==> src/rtl/lcd_bus_rx_if.sv <==
// LCD write-bus bundle (en, rs, wr, data) between a bus driver and lcd_bus_rx.
interface lcd_bus_rx_if;
  logic       en;
  logic       rs;
  logic       wr;
  logic [7:0] data;

  modport master (output en, rs, wr, data);
  modport slave  (input  en, rs, wr, data);
endinterface

==> src/rtl/lcd_bus_rx.sv <==
// HD44780-style LCD write-bus receiver: 32-char RAM image, cursor, display flags.
// Optional LCD_RX_BUSY_EN adds a post-write busy hold of BUSY_CYCLES cycles.
module lcd_bus_rx #(
`ifdef LCD_RX_BUSY_EN
  parameter int unsigned BUSY_CYCLES = 40,
`endif
  parameter logic [7:0]  CHAR_BLANK  = 8'h20
) (
  input  logic             clk,
  input  logic             rst,
  lcd_bus_rx_if.slave      bus,
  input  logic [4:0]       rd_addr,
  output logic [7:0]       rd_data,
  output logic [4:0]       cursor_addr,
  output logic             display_on,
  output logic             cursor_on,
  output logic             blink_on,
  output logic             busy,
  output logic             cmd_valid,
  output logic             data_valid,
  output logic             overrun
);
  localparam int unsigned AW    = 5;
  localparam int unsigned DEPTH = 32;
  localparam int unsigned DW    = 8;

`ifdef LCD_RX_BUSY_EN
  typedef enum logic [1:0] {ST_IDLE, ST_FILL, ST_HOLD} state_e;
  logic [DW-1:0] cnt_q, cnt_d;
`else
  typedef enum logic [1:0] {ST_IDLE, ST_FILL} state_e;
`endif

  state_e        state_q, state_d;
  logic          s1_en_q, s1_rs_q, s1_wr_q, s2_en_q;
  logic [DW-1:0] s1_data_q;
  logic [AW-1:0] fill_idx_q, fill_idx_d;
  logic [AW-1:0] cursor_q, cursor_d;
  logic          inc_q, inc_d;
  logic          disp_q, disp_d, curs_q, curs_d, blink_q, blink_d;
  logic          cmd_valid_q, cmd_valid_d, data_valid_q, data_valid_d;
  logic          overrun_q, overrun_d;
  logic [DW-1:0] rd_data_q;
  logic [DW-1:0] ram_q [DEPTH];

  logic          busy_c, wr_evt_c, ram_we_c;
  logic [AW-1:0] ram_waddr_c;
  logic [DW-1:0] ram_wdata_c;

  assign busy_c   = (state_q != ST_IDLE);
  assign wr_evt_c = s2_en_q & ~s1_en_q & s1_wr_q;

  // Bus input stage and all state registers
  always_ff @(posedge clk or posedge rst) begin
    if (rst) begin
      s1_en_q      <= 1'b0;
      s1_rs_q      <= 1'b0;
      s1_wr_q      <= 1'b0;
      s1_data_q    <= '0;
      s2_en_q      <= 1'b0;
      state_q      <= ST_FILL;
      fill_idx_q   <= '0;
      cursor_q     <= '0;
      inc_q        <= 1'b1;
      disp_q       <= 1'b0;
      curs_q       <= 1'b0;
      blink_q      <= 1'b0;
      cmd_valid_q  <= 1'b0;
      data_valid_q <= 1'b0;
      overrun_q    <= 1'b0;
      rd_data_q    <= '0;
`ifdef LCD_RX_BUSY_EN
      cnt_q        <= '0;
`endif
    end else begin
      s1_en_q      <= bus.en;
      s1_rs_q      <= bus.rs;
      s1_wr_q      <= bus.wr;
      s1_data_q    <= bus.data;
      s2_en_q      <= s1_en_q;
      state_q      <= state_d;
      fill_idx_q   <= fill_idx_d;
      cursor_q     <= cursor_d;
      inc_q        <= inc_d;
      disp_q       <= disp_d;
      curs_q       <= curs_d;
      blink_q      <= blink_d;
      cmd_valid_q  <= cmd_valid_d;
      data_valid_q <= data_valid_d;
      overrun_q    <= overrun_d;
      rd_data_q    <= ram_q[rd_addr];
`ifdef LCD_RX_BUSY_EN
      cnt_q        <= cnt_d;
`endif
    end
  end

  // Display RAM has no reset; contents are defined once the fill completes
  always_ff @(posedge clk) begin
    if (ram_we_c) ram_q[ram_waddr_c] <= ram_wdata_c;
  end

  // Next-state, command decode and RAM write selection
  always_comb begin
    state_d      = state_q;
    fill_idx_d   = fill_idx_q;
    cursor_d     = cursor_q;
    inc_d        = inc_q;
    disp_d       = disp_q;
    curs_d       = curs_q;
    blink_d      = blink_q;
    cmd_valid_d  = 1'b0;
    data_valid_d = 1'b0;
    overrun_d    = overrun_q;
    ram_we_c     = 1'b0;
    ram_waddr_c  = fill_idx_q;
    ram_wdata_c  = CHAR_BLANK;
`ifdef LCD_RX_BUSY_EN
    cnt_d        = cnt_q;
`endif

    case (state_q)
      ST_FILL: begin
        ram_we_c   = 1'b1;
        fill_idx_d = fill_idx_q + AW'(1);
        if (fill_idx_q == AW'(DEPTH - 1)) begin
`ifdef LCD_RX_BUSY_EN
          state_d = ST_HOLD;
          cnt_d   = DW'(BUSY_CYCLES);
`else
          state_d = ST_IDLE;
`endif
        end
      end
`ifdef LCD_RX_BUSY_EN
      ST_HOLD: begin
        cnt_d = cnt_q - DW'(1);
        if (cnt_q <= DW'(1)) state_d = ST_IDLE;
      end
`endif
      default: ;
    endcase

    if (wr_evt_c) begin
      if (busy_c) begin
        overrun_d = 1'b1;
      end else begin
`ifdef LCD_RX_BUSY_EN
        state_d = ST_HOLD;
        cnt_d   = DW'(BUSY_CYCLES);
`endif
        if (s1_rs_q) begin
          ram_we_c     = 1'b1;
          ram_waddr_c  = cursor_q;
          ram_wdata_c  = s1_data_q;
          cursor_d     = inc_q ? cursor_q + AW'(1) : cursor_q - AW'(1);
          data_valid_d = 1'b1;
        end else begin
          cmd_valid_d = 1'b1;
          // Highest set bit selects the command
          if (s1_data_q[7]) begin
            cursor_d = {s1_data_q[6], s1_data_q[3:0]};
          end else if (s1_data_q[6:4] != 3'b000) begin
            cursor_d = cursor_q;
          end else if (s1_data_q[3]) begin
            disp_d  = s1_data_q[2];
            curs_d  = s1_data_q[1];
            blink_d = s1_data_q[0];
          end else if (s1_data_q[2]) begin
            inc_d = s1_data_q[1];
          end else if (s1_data_q[1]) begin
            cursor_d = '0;
          end else if (s1_data_q[0]) begin
            cursor_d   = '0;
            inc_d      = 1'b1;
            fill_idx_d = '0;
            state_d    = ST_FILL;
          end
        end
      end
    end
  end

  assign rd_data     = rd_data_q;
  assign cursor_addr = cursor_q;
  assign display_on  = disp_q;
  assign cursor_on   = curs_q;
  assign blink_on    = blink_q;
  assign busy        = busy_c;
  assign cmd_valid   = cmd_valid_q;
  assign data_valid  = data_valid_q;
  assign overrun     = overrun_q;
endmodule

==> src/flat_wrapper.sv <==
// flat-port wrapper written by rule: the top's interface ports become plain ports
module lcd_bus_rx_flat 
#(

  parameter logic [7:0]  CHAR_BLANK  = 8'h20
)
  (clk, rst, rd_addr, rd_data, cursor_addr, display_on, cursor_on, blink_on, busy, cmd_valid, data_valid, overrun, bus_en, bus_rs, bus_wr, bus_data);
  lcd_bus_rx_if bus_i ();
  input  logic clk;
  input  logic rst;
  input  logic [4:0] rd_addr;
  output logic [7:0] rd_data;
  output logic [4:0] cursor_addr;
  output logic display_on;
  output logic cursor_on;
  output logic blink_on;
  output logic busy;
  output logic cmd_valid;
  output logic data_valid;
  output logic overrun;
  input wire logic [$bits(bus_i.en)-1:0] bus_en;
  input wire logic [$bits(bus_i.rs)-1:0] bus_rs;
  input wire logic [$bits(bus_i.wr)-1:0] bus_wr;
  input wire logic [$bits(bus_i.data)-1:0] bus_data;
  assign bus_i.en = bus_en;
  assign bus_i.rs = bus_rs;
  assign bus_i.wr = bus_wr;
  assign bus_i.data = bus_data;
  lcd_bus_rx #(.CHAR_BLANK(CHAR_BLANK)) u_core (.clk(clk), .rst(rst), .bus(bus_i), .rd_addr(rd_addr), .rd_data(rd_data), .cursor_addr(cursor_addr), .display_on(display_on), .cursor_on(cursor_on), .blink_on(blink_on), .busy(busy), .cmd_valid(cmd_valid), .data_valid(data_valid), .overrun(overrun));
endmodule
==> config.mk <==
export PLATFORM = sky130hd
export DESIGN_NAME = lcd_bus_rx_flat
export DESIGN_NICKNAME = d
export VERILOG_FILES = /design/src/rtl/lcd_bus_rx_if.sv /design/src/rtl/lcd_bus_rx.sv /design/src/flat_wrapper.sv
export SDC_FILE = /design/constraint.sdc
export NUM_CORES = 1
export LEC_CHECK = 0
export CORE_ASPECT_RATIO = 1.75
export CORE_MARGIN = 2
export CORE_UTILIZATION = 57
export DETAILED_ROUTE_END_ITERATION = 10
export PLACE_DENSITY = 0.75
export RECOVER_POWER = 25
export SYNTH_ARGS = -nofsm -noshare
export SYNTH_HDL_FRONTEND = slang
export SYNTH_SLANG_ARGS = --single-unit
==> constraint.sdc <==
create_clock -name clk -period 5.66 [get_ports clk]
set_input_delay 1.132 -clock clk [delete_from_list [all_inputs] [get_ports clk]]
set_output_delay 1.132 -clock clk [all_outputs]
set_load 0.01 [all_outputs]
* Word-level counts from Yosys, hierarchy flattened *
Memory sizes are Yosys's and may differ from the RTL's. A register that Yosys moved wholly into a read port is not among the register bits.
Cells that the tools add are included.

cells by class
  reduce and logical (&&, ||, !) cells = 8
  eq/ne operators = 6
  add/sub/neg operators = 3
  bitwise gates (word level) = 8
  mux-type cells = 50

operators by type and width
  kind                 number
  $mux 5               21
  $mux 8               3
  $mux 2               11
  $mux 1               15
  $reduce_and 6->1     2
  $add 5x1->5 const B  2
  $ne 3x1->1 const B   3
  $reduce_and 8->1     1
  $not 1->1            6
  $eq 5x5->1 const B   1
  $sub 5x1->5 const B  1
  $reduce_bool 2->1    2
  $reduce_bool 4->1    1
  $reduce_bool 3->1    1
  $and 1x1->1          2
  $eq 2x1->1 const B   1
  $ne 2x1->1 const B   1
  $reduce_and 2->1     1

storage, ports and cells
  input port bits = 18
  bits in writable memories = 256
  word-level logic and storage cells = 91
  memories = 1
  output and inout port bits = 20
  flip-flop bits (word level) = 31

memories
  name          words  bits a word  rd ports  clocked after Yosys merged registers in  write ports  line              text
  u_core.ram_q  32     8            1         1                                        1            lcd_bus_rx.sv:44  logic [DW-1:0] ram_q [DEPTH];

* Longest topological paths before layout *
Gate-level depths: netlist (run 1).

  depth in word-level cells = 12
  gate-level depth with buffers = 8
  mapped depth without buffers = 7

* Least setup slack after synthesis (run 1) *
Ideal clock, no wire load.

  path type = input -> register
  start point = input rd_addr[2]
  end point = register u_core.rd_data_q[0] (netlist: u_core.rd_data[0]), read port of u_core.ram_q
  slack = 2720 ps
  data required time = 5535 ps
  path buffers = 2
  stages on the path = 5
  arrival = 2815 ps
  library setup time = 125 ps
  cell sequence = clkbuf_1 buf_1 mux4_2 mux4_2 mux2_2

RTL lines
  what             line                text
  start, declared  flat_wrapper.sv:11  input logic [4:0] rd_addr;
  end, declared    lcd_bus_rx.sv:43    logic [DW-1:0] rd_data_q;

* Worst setup path in the final report (run 1) *
  start point = register u_core.s1_rs_q
  end point = memory u_core.ram_q[26][3] (enable)

between the ends
  longest elaborated chain between the ends = 5
  elaborated cells on any way between the ends = 8
  classes of those cells = mux (8)

RTL lines
  what                          line               text
  start, declared               lcd_bus_rx.sv:35   logic s1_en_q, s1_rs_q, s1_wr_q, s2_en_q;
  start signal, assigned        lcd_bus_rx.sv:77   s1_rs_q <= bus.rs;
  $mux 1                        lcd_bus_rx.sv:152  if (s1_rs_q) begin
  $mux 1                        lcd_bus_rx.sv:145  if (busy_c) begin
  $mux 1                        lcd_bus_rx.sv:144  if (wr_evt_c) begin
  $mux 1                        lcd_bus_rx.sv:100  if (ram_we_c) ram_q[ram_waddr_c] <= ram_wdata_c;
  $mux 1 (implied by the code)  lcd_bus_rx.sv:100
  end, declared                 lcd_bus_rx.sv:44

Several ways; a longest one is shown, not always the timed one.

==> results of run 1 <==
[sequential cells by signal, indices dropped and copies added, names as in the netlist, 2 cells and up]
signal,flops
u_core.state_q,2
u_core.s1_data_q,8
u_core.rd_data,8
u_core.cursor_addr,5
u_core.ram_q,256
u_core.fill_idx_q,5
[how the worst min path moves through the flow]
stage                                 to  slack (ns)  depth (start not counted)
after global routing      u_core.s2_en_q        0.39                          0
after floorplan           u_core.s2_en_q        0.35                          0
after detailed placement  u_core.s2_en_q        0.37                          0
after CTS                 u_core.s2_en_q        0.39                          0
final                     u_core.s2_en_q        0.38                          0
after global placement    u_core.s2_en_q        0.35                          0
[kinds of logic after synthesis]
| family | count (synthesis) | synth area share |
|---|---|---|
| flops | 295 | 0.749 |
| fa+ha+maj | 6 | 0.00713 |
| xor+xnor | 6 | 0.00454 |
| buf+inv | 38 | 0.0157 |
| mux | 93 | 0.168 |
| simple gates | 89 | 0.0377 |
| compound gates | 30 | 0.0183 |
[cell usage in the layout (no fill, tap or decap), types with 8 or more instances in the layout]
cell / Yosys / layout
edfxtp_1: 256 / 256
mux4_2: 80 / 80
dlygate4sd3_1: 0 / 26
dfrtp_1: 37 / 37
clkbuf_16: 0 / 25
clkbuf_1: 12 / 8
nor2_1: 47 / 46
inv_1: 10 / 9
mux2_2: 12 / 12
clkdlybuf4s50_1: 0 / 9
and3_1: 10 / 10
[power breakdown]
group / total, mW / switching [mW] / leakage [nW] / internal, mW
registers: 2.42 / 0.0450 / 2.83 / 2.37
clock network: 1.59 / 0.709 / 0.366 / 0.881
logic: 0.282 / 0.138 / 1.10 / 0.143
total: 4.29 / 0.893 / 4.29 / 3.40
[routing by layer]
metal / up-vias / part of all wire
li1: 2362 / -
met1: 2868 / 0.33
met5: - / 0
met2: 257 / 0.58
met4: 0 / 0.041
met3: 62 / 0.050
[area by class of cell]
class,count,share of cell area
Sequential cell,295,0.672
Multi-Input combinational cell,224,0.212
Clock buffer,34,0.0527
Timing Repair Buffer,42,0.0308
Tap cell,248,0.0241
Clock inverter,10,0.00524
Inverter,10,0.00291
[per-stage QoR]
| stage | util | setup slack [ns] | area [um^2] |
|---|---|---|---|
| floorplan | - | 2.72 | 11600 |
| global placement | 0.604 | 2.08 | 12100 |
| detailed placement | 0.604 | 1.96 | 12100 |
| CTS | 0.641 | 1.96 | 12900 |
| global route | 0.641 | 1.66 | 12900 |
| finish | 0.641 | 1.91 | 12900 |
==> summary.txt, run 1 <==
Status
  • Status: finished, violations left
  • Failing checks: max-capacitance violations, max-slew violations

Global route
  • First-pass GRT wire length: 37.5 mm
  • Overall Global Routing Usage: 0.240
  • Number of global-route vias before repair: 5,920
  • Most used routing layer: met2
  • Grt met1 use: 0.265
  • Grt total ovfl: 0
  • Met2 Use GR: 0.472
  • Largest net degree at the start of global routing: 40
  • Global Route met3 Usage: 0.0229
  • Antenna violations before repair: 0

Timing
  • Hold WS: 0.375 ns
  • Max-Slew Margin vs Limit: -0.581
  • Fin crit share: 0.663
  • RSZ-0062 raised after global routing: no
  • Final clock skew: 0.0151 ns
  • FMAX: 266 MHz
  • Final hold vios: 0
  • # setup viols final: 0
  • Worst-margin pin slew: 2.37 ns
  • Final min period: 3.75 ns
  • Setup TNS: 0 ns
  • Slew Viols, Final: 40

Min path
  • Type of the most critical hold path: reg2reg
  • Hold Crit Start: u_core.s1_en_q

Die
  • Starting Density: 0.576
  • Core Box Area: 20,100 um^2
  • I/O pin count: 38
  • Row count: 69
  • Die area: 21,500 um^2
  • Die height: 193 um
  • Die width: 112 um

Finish
  • Layout fillers: 1,264
  • Finished Layout Cells: 863
  • Footprint of the multi-input gates: 2730 um^2
  • NumNets Final: 622
  • Reg area: 8670 um^2
  • Share of cells above drive strength 1: 0.215
  • Antenna cells: 0
  • Area Overhead vs Synth: 11.3%

Logic synthesis
  • Number of synthesized flops with an enable pin: 256
  • Number of distinct library cells after synthesis: 41
  • Post-synthesis sequential area ratio: 0.749
  • Post-synth top area share: 0.664
  • Top cells by area, synth: edfxtp_1, mux4_2, dfrtp_1, nor2_1, mux2_2
  • Synth warnings: 0
  • Post-synth ARST share: 0.132
  • Synth area leader: edfxtp_1
  • Gate Count Post-Synth: 557
  • Synthesized area: 11,600 um^2
  • Seq cells post-synth: 295
  • Top-count cell post-synth: edfxtp_1
  • Syn Area/Cell: 20.8 um^2
  • Syn Nets: 581
  • Top cells by instance count after synthesis: edfxtp_1, mux4_2, nor2_1
  • Ys flop type: edfxtp_1

Routing
  • DR vias: 5,549
  • Per-cell routed wire length: 28.9 um
  • Post-route ant nets: 0
  • Vias per inst: 6.43
  • First-pass DRT Iterations: 4
  • Initial DRC Count: 423
  • Number of remaining DRC errors: 0
  • DRT Wirelength: 25.0 mm

Setup path
  • Buf/Inv on CP: 1
  • CP max-delay cell: nor2_1
  • CP startpoint: u_core.s1_rs_q
  • Levels on crit path: 6
  • CP Cell Sequence: nor3b_1 > nand2_1 > inv_1 > and3_1 > a31oi_1 > nor2_1
  • Worst reg2reg path startpoint: u_core.s1_rs_q
  • CP Max Fanout: 16
  • CP max stage delay: 1.01 ns
  • CP Launch Type: register
  • Delay-heaviest family, CP: simple AND/OR/NAND/NOR gates
  • R2r worst-path depth: 6
  • End of the worst register-to-register path: u_core.ram_q[26][3]
  • Critical Path AT: 3.88 ns
  • CP Class: reg2reg
  • Worst Setup EP: u_core.ram_q[26][3]
  • Worst setup EP type: register
  • WP data required: 5.78 ns
  • Worst R2R Setup Slack: 1.91 ns

Clocking
  • Maximum clock path buffer count: 3
  • Reg clk slew, reported paths: 0.06 ns
  • Clk_lat worst skew: 0.52 ns
  • H-tree level count: 1
  • Num CTS Buffers: 25
  • Post-CTS setup buffers: 0
  • Clock root buffer: clkbuf_16
  • Sink Count: 295
  • Number of hold buffers added after CTS: 0
  • Post-CTS sizing: 0
  • CTS tree: yes

Power and ir drop
  • Pwr dens: 333 nW/um^2
  • Pleak: 4.29 nW
  • Final total power: 4.29 mW
  • Peak supply drop: 345 uV

Place
  • DP Cell Count: 819
  • # port buffers: 37
  • GP Congestion: 0.912
  • DP HPWL: 16.3 mm

Flow run
  • Max_cap viols: 1
Power figures use the tool's default switching activity.
==> run 2: changes to the inputs <==
==> constraint.sdc (replaced) <==
create_clock -name clk -period 3.8 [get_ports clk]
set_input_delay 0.76 -clock clk [delete_from_list [all_inputs] [get_ports clk]]
set_output_delay 0.76 -clock clk [all_outputs]
set_load 0.01 [all_outputs]
==> run 2 against run 1 <==
The flow still finishes with violations (max-capacitance violations, max-slew violations); first-iteration DRC count grew 1.9%; combinational power grew 52%; final area grew 2.1%; setup slack lost 1.7 ns; die area is the same; fmax grew 5.0%; global-route usage grew 0.29 points; wire length grew 0.74%; sequential power grew 49%; core utilization grew 1.3 points; non-clock buffer count grew 36; flip-flop and latch count is the same; critical endpoint is now u_core.ram_q[10][0].
==> summary.txt, run 2 (synthesized netlist as in run 1, its figures left out) <==
Status
  • Status: finished, violations left
  • Failing checks: max-capacitance violations, max-slew violations

Routing
  • DRT Wirelength: 25.2 mm
  • Number of remaining DRC errors: 0
  • Initial DRC Count: 431
  • First-pass DRT Iterations: 5
  • Vias per inst: 6.27
  • Post-route ant nets: 0
  • DR vias: 5,630
  • Per-cell routed wire length: 28.0 um

Global route
  • Antenna violations before repair: 0
  • Largest net degree at the start of global routing: 40
  • Overall Global Routing Usage: 0.243
  • Number of global-route vias before repair: 6,037
  • Grt total ovfl: 0
  • First-pass GRT wire length: 37.7 mm

Finish
  • Share of cells above drive strength 1: 0.258
  • Layout fillers: 1,301
  • Final core utilization: 0.654
  • Top reg by flops: u_core.ram_q
  • Commonest cells after routing, fill and taps aside: edfxtp_1, mux4_2, nor2_1
  • Antenna cells: 0
  • Area Overhead vs Synth: 13.7%
  • Commonest non-fill, non-tap cell in the layout: edfxtp_1
  • Largest register FFs: 256
  • NumNets Final: 658

Setup path
  • CP startpoint: u_core.s1_rs_q
  • Worst Setup EP: u_core.ram_q[10][0]
  • R2r worst-path depth: 6
  • WP data required: 3.94 ns
  • Worst R2R Setup Slack: 0.23 ns
  • Worst reg2reg path startpoint: u_core.s1_rs_q
  • Worst setup EP type: register
  • CP Max Fanout: 16
  • Critical Path AT: 3.72 ns
  • CP Class: reg2reg
  • End of the worst register-to-register path: u_core.ram_q[10][0]
  • CP Launch Type: register

Die
  • Die width: 112 um
  • Die height: 193 um
  • I/O pin count: 38
  • Starting Density: 0.576
  • Die area: 21,500 um^2
  • Row count: 69
  • Core Box Area: 20,100 um^2

Timing
  • Final min period: 3.57 ns
  • # setup viols final: 0
  • FMAX: 280 MHz
  • Final clock skew: 0.0177 ns
  • RSZ-0062 raised after global routing: no
  • Slew Viols, Final: 73
  • Fin crit share: 0.941
  • Hold WS: 0.381 ns
  • Setup TNS: 0 ns
  • Worst-margin pin slew: 2.34 ns
  • Max-Slew Margin vs Limit: -0.560
  • Final hold vios: 0

Place
  • GP Congestion: 0.880
  • DP HPWL: 16.9 mm
  • # port buffers: 37

Clocking
  • Reg clk slew, reported paths: 0.06 ns
  • Post-CTS setup buffers: 0
  • Num CTS Buffers: 25
  • Sink Count: 295
  • CTS tree: yes
  • Clk_lat worst skew: 0.53 ns
  • Number of hold buffers added after CTS: 0
  • Maximum clock path buffer count: 3
  • H-tree level count: 1
  • Clock root buffer: clkbuf_16

Power and ir drop
  • Sw Pwr: 1.34 mW
  • Internal Power: 5.03 mW
  • Peak supply drop: 415 uV
  • Reg power frac: 0.566
  • Final total power: 6.37 mW
  • Pwr dens: 484 nW/um^2
  • Switch share: 0.211
  • Clk pwr share: 0.367
  • Comb pwr share: 0.067
  • Pleak: 4.47 nW

Flow run
  • Max_cap viols: 2

Min path
  • Type of the most critical hold path: reg2reg
==> run 2: repair_timing <==
item,CTS,global route
endpoints found under the hold margin,0,0
setup endpoints to repair,0,1
resized for setup,0,1
==> run 2: final cells by class <==
| cell class | count | area, um^2 | share of cell area |
|---|---|---|---|
| Sequential cell | 295 | 8670 | 0.658 |
| Timing Repair Buffer | 78 | 681 | 0.0517 |
| Clock inverter | 12 | 82.6 | 0.00627 |
| Clock buffer | 31 | 648 | 0.0492 |
| Tap cell | 248 | 310 | 0.0236 |
| Inverter | 10 | 37.5 | 0.00285 |
| Multi-Input combinational cell | 224 | 2740 | 0.208 |
==> run 2: worst max-delay path, stage by stage (launching register included) <==
cell and delay [ns]:
dfrtp_1 0.55, nor3b_1 0.58, nand2_1 0.34, inv_1 0.44, and3_1 0.22, a31oi_1 0.16, nor2_1 0.89
==> run 2: power by group through the flow <==
stage / clock [mW] / sequential (mW) / combinational (mW)
floorplan: 0 / 3.65 / 0.275
global placement: 0 / 3.67 / 0.427
detailed placement: 0 / 3.67 / 0.440
CTS: 2.37 / 3.60 / 0.444
global route: 2.48 / 3.61 / 0.464
finish: 2.34 / 3.60 / 0.429
==> run 2: worst min-delay path by stage <==
stage | cells after the start | from | endpoint
final | 0 | u_core.s1_en_q | u_core.s2_en_q
after global placement | 0 | u_core.s1_en_q | u_core.s2_en_q
after CTS | 0 | u_core.s1_en_q | u_core.s2_en_q
after detailed placement | 0 | u_core.s1_en_q | u_core.s2_en_q
after global routing | 0 | u_core.s1_en_q | u_core.s2_en_q
after floorplan | 0 | u_core.s1_en_q | u_core.s2_en_q
==> run 2: metal layers <==
| layer | vias to the layer above | part of all wire | GRT usage |
|---|---|---|---|
| li1 | 2426 | - | - |
| met1 | 2936 | 0.32 | 0.266 |
| met2 | 214 | 0.59 | 0.476 |
| met3 | 54 | 0.052 | 0.0270 |
| met4 | 0 | 0.037 | 0.0969 |
| met5 | - | 0 | 0 |
==> run 2: metrics by stage <==
step | cells | cell area [um^2] | worst slack, ns
final | 898 | 13200 | 0.225
after global routing | 898 | 13200 | 0.00401
after CTS | 898 | 13200 | 0.269
after detailed placement | 855 | 12400 | 0.305
after global placement | 855 | 12400 | 0.326
after floorplan | 557 | 11600 | 1.23
==> run 3: changes to the inputs <==
--- a/config.mk
+++ b/config.mk
@@ -5,10 +5,12 @@
 export SDC_FILE = /design/constraint.sdc
 export NUM_CORES = 1
 export LEC_CHECK = 0
+export CAP_MARGIN = 20
 export CORE_ASPECT_RATIO = 1.75
 export CORE_MARGIN = 2
 export CORE_UTILIZATION = 57
 export DETAILED_ROUTE_END_ITERATION = 10
+export GPL_TIMING_DRIVEN = 0
 export PLACE_DENSITY = 0.75
 export RECOVER_POWER = 25
 export SYNTH_ARGS = -nofsm -noshare
==> run 3 against run 2 <==
The run still ends with max-capacitance violations, max-slew violations left; core utilization fell by 0.19 points; total power increased by 3.5%; clock skew increased by 0.0065 ns; largest cell class unchanged.
==> summary.txt, run 3 (synthesized netlist as in run 1, its figures left out) <==
Global route
  • Antenna violations before repair: 0
  • Grt total ovfl: 0
  • Overall Global Routing Usage: 0.240
  • Largest net degree at the start of global routing: 33
  • First-pass GRT wire length: 37.4 mm
  • Number of global-route vias before repair: 6,193

Place
  • DP HPWL: 16.6 mm
  • Place WS: 0.439 ns
  • Placed cell areas: 12,200 um^2
  • GP Congestion: 0.853
  • # port buffers: 32
  • DP Cell Count: 839

Clocking
  • Clk_lat worst skew: 0.54 ns
  • Maximum clock path buffer count: 3
  • Sink Count: 295
  • CTS tree: yes
  • Reg clk slew, reported paths: 0.07 ns
  • H-tree level count: 1
  • Post-CTS sizing: 0
  • Number of hold buffers added after CTS: 0
  • Clock root buffer: clkbuf_16
  • Num CTS Buffers: 24
  • Post-CTS setup buffers: 0

Die
  • Starting Density: 0.576
  • Die height: 193 um
  • Die width: 112 um
  • Core Box Area: 20,100 um^2
  • Row count: 69
  • I/O pin count: 38
  • Die area: 21,500 um^2

Routing
  • DR WL met3: 1.23 mm
  • Routed wl met2: 14.1 mm
  • Initial DRC Count: 327
  • Vias per inst: 6.33
  • Highest routed layer: met4
  • DR vias: 5,632
  • Metal-1 WL: 8.08 mm
  • First-pass DRT Iterations: 4
  • Per-cell routed wire length: 28.0 um
  • Number of remaining DRC errors: 0
  • DRT Wirelength: 24.9 mm
  • Post-route ant nets: 0

Finish
  • Commonest non-fill, non-tap cell in the layout: edfxtp_1
  • NumNets Final: 648
  • Antenna cells: 0
  • Area Overhead vs Synth: 13.3%
  • Share of cells above drive strength 1: 0.224
  • Commonest cells after routing, fill and taps aside: edfxtp_1, mux4_2, nor2_1
  • Design area: 13,100 um^2
  • Final core utilization: 0.652
  • Top reg by flops: u_core.ram_q
  • Finished Layout Cells: 890
  • Largest register FFs: 256

Setup path
  • CP startpoint: u_core.s1_rs_q
  • End of the worst register-to-register path: u_core.ram_q[22][3]
  • Worst setup EP type: register
  • CP Launch Type: register
  • CP Class: reg2reg
  • CP Max Fanout: 10
  • Worst R2R Setup Slack: 0.40 ns
  • Worst reg2reg path startpoint: u_core.s1_rs_q
  • WP data required: 3.97 ns
  • Critical Path AT: 3.57 ns
  • R2r worst-path depth: 7
  • Worst Setup EP: u_core.ram_q[22][3]

Timing
  • # setup viols final: 0
  • Max-Slew Margin vs Limit: -0.132
  • Worst-margin pin slew: 1.70 ns
  • Fin crit share: 0.896
  • Post-route setup slack: 0.397 ns
  • Final hold vios: 0
  • FMAX: 294 MHz
  • Final clock skew: 0.0242 ns
  • Final min period: 3.40 ns
  • Hold WS: 0.374 ns
  • Setup TNS: 0 ns
  • RSZ-0062 raised after global routing: no
  • Slew Viols, Final: 32

Power and ir drop
  • Pleak: 4.37 nW
  • Final total power: 6.59 mW
  • Peak supply drop: 475 uV
  • Pwr dens: 502 nW/um^2

Status
  • Failing checks: max-capacitance violations, max-slew violations
  • Status: finished, violations left

Min path
  • Type of the most critical hold path: reg2reg

Flow run
  • Max_cap viols: 1
-- run 3: cell count changes in the layout (fill, tap and decap cells not counted), sizes merged --
cell           change
bufinv             +3
clkdlybuf4s50     +11
dlygate4sd3       -14
clkinv             -4
clkbuf            +14
buf               -18
-- run 3: where the power goes --
group / internal, mW / switching [mW]
Sequential: 3.53 / 0.0461
Combinational: 0.227 / 0.232
Clock: 1.47 / 1.09
-- run 3: layout make-up --
class | instances | area (um^2)
tap | 248 | 310
timing repair buffer | 41 | 423
clock buffer | 33 | 644
sequential | 295 | 8670
multi-input combinational | 224 | 2730
clock inverter | 11 | 165
buffer | 28 | 144
fill | 1316 | 6990
inverter | 10 | 37.5
-- run 3: layer usage --
layer  vias to the layer above  GRT usage
li1                       2410          -
met3                        60     0.0283
met2                       226      0.456
met5                         -          0
met4                         0      0.132
met1                      2936      0.258
-- run 3: worst min path at each step --
stage / cells after the start / endpoint / from / slack, ns
2_1_floorplan: 0 / u_core.s2_en_q / u_core.s1_en_q / 0.35
3_3_place_gp: 0 / u_core.s2_en_q / u_core.s1_en_q / 0.35
3_5_place_dp: 0 / u_core.s2_en_q / u_core.s1_en_q / 0.36
4_1_cts: 0 / u_core.s2_en_q / u_core.s1_en_q / 0.38
5_1_grt: 0 / u_core.s2_en_q / u_core.s1_en_q / 0.39
6_report: 0 / u_core.s2_en_q / u_core.s1_en_q / 0.37
-- run 3: worst max-delay path, stage by stage, from the launching register on --
cell and delay [ns]:
dfrtp_1 0.32, buf_4 0.16, nor3b_1 0.70, nand2_1 0.39, inv_1 0.27, buf_4 0.21
a41oi_1 0.28, nor2_1 0.71
